**src/rtl/gpio_pkg.sv**
```systemverilog
// Shared definitions for the GPIO register block: bus width, register
// indices and the bus data type used by the register file and its bench.
package gpio_pkg;

  // Width of the register bus; every register is presented on 8 bits.
  localparam int BUS_W = 8;

  // Register indices as decoded from REGSEL.
  typedef enum logic [1:0] {
    REG_DATA     = 2'd0,
    REG_DIR      = 2'd1,
    REG_IRQ_EN   = 2'd2,
    REG_IRQ_STAT = 2'd3
  } reg_sel_e;

  typedef logic [BUS_W-1:0] bus_t;

endpackage

```
**src/rtl/gpio_sync.sv**
```systemverilog
// Multi-flop synchronizer for the asynchronous pad inputs. All stages are
// cleared by the synchronous reset so the edge detector downstream starts
// from a known all-zero view of the pins.
module gpio_sync #(
  parameter int WIDTH       = 8,
  parameter int SYNC_STAGES = 2
) (
  input  logic             clk,
  input  logic             rst_n,
  input  logic [WIDTH-1:0] async_in,
  output logic [WIDTH-1:0] sync_out
);

  logic [WIDTH-1:0] stage_q [SYNC_STAGES];

  // Shift the pad value through the synchronizer chain.
  // NOTE: sequential state uses non-blocking assignments so every stage
  // samples the previous stage's old value; blocking here would collapse
  // the chain into a single flop.
  // NOTE: these stages are discrete flops, so resetting the whole array is
  // cheap and intended; a RAM-style storage array would not be reset.
  always_ff @(posedge clk) begin
    if (!rst_n) begin
      for (int i = 0; i < SYNC_STAGES; i++) begin
        stage_q[i] <= '0;
      end
    end else begin
      stage_q[0] <= async_in;
      for (int i = 1; i < SYNC_STAGES; i++) begin
        stage_q[i] <= stage_q[i-1];
      end
    end
  end

  assign sync_out = stage_q[SYNC_STAGES-1];

endmodule

```
**src/rtl/gpio_regs.sv**
```systemverilog
// GPIO register block: DATA / DIR / IRQ_EN / IRQ_STAT registers on an
// 8-bit bus, synchronized pad inputs with any-edge detection, sticky
// write-1-to-clear status and a registered level interrupt.
module gpio_regs
  import gpio_pkg::*;
#(
  parameter int WIDTH       = 8,
  parameter int SYNC_STAGES = 2
) (
  input  logic             clk,
  input  logic             rst_n,
  input  logic [1:0]       REGSEL,
  input  logic             BUSW,
  input  logic             BUSEN,
  input  logic [BUS_W-1:0] BUSWDATA,
  output logic [BUS_W-1:0] BUSRDATA,
  input  logic [WIDTH-1:0] gpio_in,
  output logic [WIDTH-1:0] gpio_out,
  output logic [WIDTH-1:0] gpio_oe,
  output logic             irq
);

  reg_sel_e         sel;
  logic             wr_en;
  logic [WIDTH-1:0] wr_data;

  logic [WIDTH-1:0] data_q;
  logic [WIDTH-1:0] dir_q;
  logic [WIDTH-1:0] irq_en_q;
  logic [WIDTH-1:0] irq_stat_q;
  logic [WIDTH-1:0] irq_stat_next;

  logic [WIDTH-1:0] pin_sync;
  logic [WIDTH-1:0] pin_hist_q;
  logic             armed_q;
  logic [WIDTH-1:0] edge_hit;
  logic [WIDTH-1:0] w1c_mask;

  bus_t             rdata_next;

  assign sel     = reg_sel_e'(REGSEL);
  assign wr_en   = BUSEN & BUSW;
  assign wr_data = BUSWDATA[WIDTH-1:0];

  gpio_sync #(
    .WIDTH       (WIDTH),
    .SYNC_STAGES (SYNC_STAGES)
  ) u_sync (
    .clk      (clk),
    .rst_n    (rst_n),
    .async_in (gpio_in),
    .sync_out (pin_sync)
  );

  // Edge detect: any difference between the synchronized pins and the
  // history flop is an edge. The first cycle out of reset only primes the
  // history flop and never reports an edge.
  assign edge_hit = armed_q ? (pin_sync ^ pin_hist_q) : '0;

  // Write-1-to-clear mask, only live during a write to IRQ_STAT.
  assign w1c_mask = (wr_en && sel == REG_IRQ_STAT) ? wr_data : '0;

  // Clear first, then OR in new edges so a simultaneous edge wins.
  assign irq_stat_next = (irq_stat_q & ~w1c_mask) | edge_hit;

  // Read mux for the registered read port, zero-extended to the bus width.
  // NOTE: rdata_next gets a full default before the case; without it any
  // path that skipped an assignment would infer a latch.
  always_comb begin
    rdata_next = '0;
    unique case (sel)
      REG_DATA:     rdata_next[WIDTH-1:0] = pin_sync;
      REG_DIR:      rdata_next[WIDTH-1:0] = dir_q;
      REG_IRQ_EN:   rdata_next[WIDTH-1:0] = irq_en_q;
      REG_IRQ_STAT: rdata_next[WIDTH-1:0] = irq_stat_q;
      default:      rdata_next            = '0;
    endcase
  end

  // Bus-writable control registers: output data, direction and enables.
  always_ff @(posedge clk) begin
    if (!rst_n) begin
      data_q   <= '0;
      dir_q    <= '0;
      irq_en_q <= '0;
    end else if (wr_en) begin
      unique case (sel)
        REG_DATA:   data_q   <= wr_data;
        REG_DIR:    dir_q    <= wr_data;
        REG_IRQ_EN: irq_en_q <= wr_data;
        default:    ;
      endcase
    end
  end

  // Pin history and the one-shot arm flag used to skip the first cycle.
  always_ff @(posedge clk) begin
    if (!rst_n) begin
      pin_hist_q <= '0;
      armed_q    <= 1'b0;
    end else begin
      pin_hist_q <= pin_sync;
      armed_q    <= 1'b1;
    end
  end

  // Sticky edge status, independent of IRQ_EN and of pin direction.
  always_ff @(posedge clk) begin
    if (!rst_n) begin
      irq_stat_q <= '0;
    end else begin
      irq_stat_q <= irq_stat_next;
    end
  end

  // Registered interrupt from the current status and enables.
  always_ff @(posedge clk) begin
    if (!rst_n) begin
      irq <= 1'b0;
    end else begin
      irq <= |(irq_stat_q & irq_en_q);
    end
  end

  // Read data refreshes every cycle from whatever REGSEL addresses.
  always_ff @(posedge clk) begin
    if (!rst_n) begin
      BUSRDATA <= '0;
    end else begin
      BUSRDATA <= rdata_next;
    end
  end

  assign gpio_out = data_q;
  assign gpio_oe  = dir_q;

endmodule

```
**config.mk**
```make
export PLATFORM = sky130hd
export DESIGN_NAME = gpio_regs
export DESIGN_NICKNAME = d
export VERILOG_FILES = /design/src/rtl/gpio_pkg.sv /design/src/rtl/gpio_sync.sv /design/src/rtl/gpio_regs.sv
export SDC_FILE = /design/constraint.sdc
export NUM_CORES = 1
export LEC_CHECK = 0
export ABC_CLOCK_PERIOD_IN_PS = 1500
export CORE_MARGIN = 2
export CORE_UTILIZATION = 34
export DETAILED_ROUTE_END_ITERATION = 12
export PLACE_DENSITY = 0.57
export SLEW_MARGIN = 20
export SYNTH_ARGS = -nofsm -noshare
export SYNTH_HDL_FRONTEND = slang
export SYNTH_SLANG_ARGS = --single-unit
```
**constraint.sdc**
```tcl
create_clock -name clk -period 1.5 [get_ports clk]
set_input_delay 0.3 -clock clk [delete_from_list [all_inputs] [get_ports clk]]
set_output_delay 0.3 -clock clk [all_outputs]
set_load 0.02 [all_outputs]
```
==> impl_results.md <==
* H-tree levels at 3
* Final Hold Violating Endpoints at 0
* Sink Count at 66
* Clock power frac at 36.3%
* Syn Nets at 243
* Slowest CP cell: clkdlybuf4s50_1
* Sequential share of power at 55.0%
* Rel. slew slack at 74.33%
* IO Count at 47
* Min setup slack post-route at 0.1097 ns
* Die width at 87.20 um
* Metal2 WL at 2.279 mm
* Diode count at 0
* CP startpoint: REGSEL[0]
* DRC viols at 0
* Pre-Repair DR Iteration Count at 5
* Routed wire length at 5.183 mm
* Net Sw Frac at 22.56%
* Post-Syn Area at 0.002354 mm^2
* Tot GR Track Use at 14.77%
* Switching Power at 757.3 uW
* HPWL after DPL at 3.642 mm
* Peak supply drop at 0.6423 mV
* Max Cap Viol at 0
* TNS Setup at 0 ns
* Logic pwr share at 8.8%
* Worst Hold Class: input pin to register
* Critical path fanouts, max at 13
* Wl on met1 at 2.505 mm
* Start of the worst register-to-register path: irq_stat_q[5]$_SDFF_PN0_
* Maximum clock rate at 719.3 MHz
* YS warnings at 0
* RSZ-0062 raised after global routing: false
* Seq/Total Area, Yosys at 56.14%
* Die Ht at 87.20 um
* Minimum clock period at 1.390 ns
* FP Rows at 30
* # hold bufs at CTS at 0
* CTS tree: built
* Final slew viol count at 0
* Nets at 300
* Critical Path RT at 1.73 ns
* Metal3 WL at 334 um
* Post_cts resized at 25
* CORE AREA at 0.006756 mm^2
* Critical Path Sink Type: register
* Avg Cell Area, Syn at 10.65 um^2
* Crit path arrival time at 1.62 ns
* Final Util at 46.28%
* Final period util at 92.68%
* DIE AREA at 0.007604 mm^2
* Postcts setup bufs at 0
* Ratio of cells with drive above 1 in the final layout at 12.46%
* Crit-path max cell delay at 0.50 ns
* Worst-path cell chain: clkdlybuf4s50_1, buf_12, and4_1, buf_4, nand2_1, a32o_1
* Final Setup Violations at 0
* Via count at 1747
* Number of global-route vias before repair at 1621
* Hold Path Origin: rst_n
* Internal power at 2599 uW
* Root buffer cell: clkbuf_8
* Largest net degree at the start of global routing at 38
* Area grow syn2layout at 32.85%
* GRT overflow at 0
* Via density at 4.839
* Starting Density at 34.83%
* Clock transition at path regs at 0.06 ns
* TritonCTS Buffers at 9
* Crit-path leading delay family: buffers and inverters
* WP buf/inv at 3
* Synth Register Bits at 66
* Status: finished, final reports clean
* Leakage at 0.001317 uW
* Initial antenna violation count at 0
* Pre-CTS WS at -0.2447 ns
* Yosys cell types at 21
* First-pass GRT wire length at 8.211 mm
* Ranking of synthesized cells by area: dfxtp_1 56%, and2_1 8.8%, mux4_2 7.7%, nand2_1 5.1%, a32o_1 3.4%
* Fill cells at 654
* Area taken by multi-input logic gates at 949.7 um^2
* Critical path class: input pin to register
* Routed length per instance at 14.36 um
* Final Skew at 0.005497 ns
* Largest area contributor in the netlist: dfxtp_1
* Reg area at 0.001321 mm^2
* Skew-Pair Late Insertion Delay at 0.34 ns
* Final GP Congestion at 0.7589
* Iter 0 DRT Violations at 84
* Pwr dens at 1074 mW/mm^2
* ANT nets after route at 0
* Element type at the critical path start: input pin
* Clk buf depth at 2
* Gate Count Post-Synth at 221
* DR top layer: met4
* Top-area cell type share of the netlist area at 56.14%
* Worst-Margin Slew at 0.3850 ns
* Count of input and output buffers at 46
-- flip-flops by register name, summed over array words and instances (netlist names) --
signal,flops
armed_q,1
irq,1
irq_en_q,8
gpio_out,8
u_sync.stage_q,16
BUSRDATA,8
pin_hist_q,8
gpio_oe,8
irq_stat_q,8
-- area by class of cell --
| class | count | share of cell area, % |
|---|---|---|
| sequential | 66 | 42.26 |
| clock buffer | 14 | 4.882 |
| inverter | 1 | 0.1200 |
| multi-input combinational | 139 | 30.37 |
| timing repair buffer | 61 | 19.17 |
| tap | 80 | 3.201 |
-- per-stage QoR --
step	hold WS (ns)	instance area (um^2)	power (uW)	cells
3_5_place_dp	0.4179	3005	2192	347
4_1_cts	0.3255	3127	3397	361
3_3_place_gp	0.4154	3005	2190	347
5_1_grt	0.3239	3127	3497	361
6_report	0.3345	3127	3357	361
2_1_floorplan	0.3277	2354	2025	221
-- cells in the mapped netlist --
| cell type | instances |
|---|---|
| and2_1 | 33 |
| nand4bb_1 | 1 |
| dfxtp_1 | 66 |
| and4_1 | 1 |
| buf_1 | 1 |
| nand4b_2 | 1 |
| a22oi_1 | 4 |
| nand4b_1 | 1 |
| o21ai_1 | 16 |
| mux4_2 | 8 |
| a21oi_1 | 8 |
| buf_2 | 6 |
| buf_6 | 2 |
| a41oi_1 | 1 |
| and4b_1 | 1 |
| clkinv_1 | 1 |
| clkbuf_1 | 6 |
| xor2_1 | 8 |
| a32o_1 | 8 |
| nand2_1 | 32 |
| nand3_1 | 16 |
-- layer usage --
layer | global-route usage (%) | up-vias
li1 | - | 877
met1 | 19.98 | 815
met2 | 21.44 | 46
met3 | 5.782 | 9
met4 | 5.315 | 0
met5 | 0 | -
-- placed cells by master (no fill, tap or decap), types with 4 or more instances in the layout --
| master | instances |
|---|---|
| o21ai_1 | 16 |
| dlygate4sd2_1 | 25 |
| buf_4 | 10 |
| a22oi_1 | 4 |
| clkbuf_1 | 4 |
| nand3_1 | 16 |
| buf_12 | 5 |
| and2_1 | 33 |
| a21oi_1 | 8 |
| xor2_1 | 8 |
| a32o_1 | 8 |
| mux4_2 | 8 |
| dfxtp_1 | 66 |
| clkdlybuf4s50_1 | 20 |
| nand2_1 | 32 |
| clkbuf_8 | 10 |
-- logic make-up after synthesis --
group                     share of synthesized area (%)
and+or+nand+nor                                   19.56
DFF                                               56.14
muxes                                             7.655
xor gates and xnor gates                          2.977
buffers and inverters                             3.508
AOI/OAI and AO/OA                                 10.15
-- worst paths after layout --
check | to | slack [ns] | cells past startpoint
min | u_sync.stage_q[0][2]$_SDFF_PN0_ | 0.33 | 2
min reg2reg | u_sync.stage_q[0][10]$_SDFF_PN0_ | 0.43 | 1
max reg2reg | BUSRDATA[5]$_SDFF_PN0_ | 0.45 | 2
max | irq_stat_q[3]$_SDFF_PN0_ | 0.11 | 6
-- power groups by stage --
| stage | combinational, uW | sequential (uW) | clock (uW) |
|---|---|---|---|
| finish | 294 | 1850 | 1220 |
| global route | 320 | 1850 | 1330 |
| CTS | 297 | 1850 | 1250 |
| detailed placement | 307 | 1890 | 0 |
| global placement | 305 | 1890 | 0 |
| floorplan | 131 | 1890 | 0 |
No activity file was read; power rests on OpenSTA's default activity.
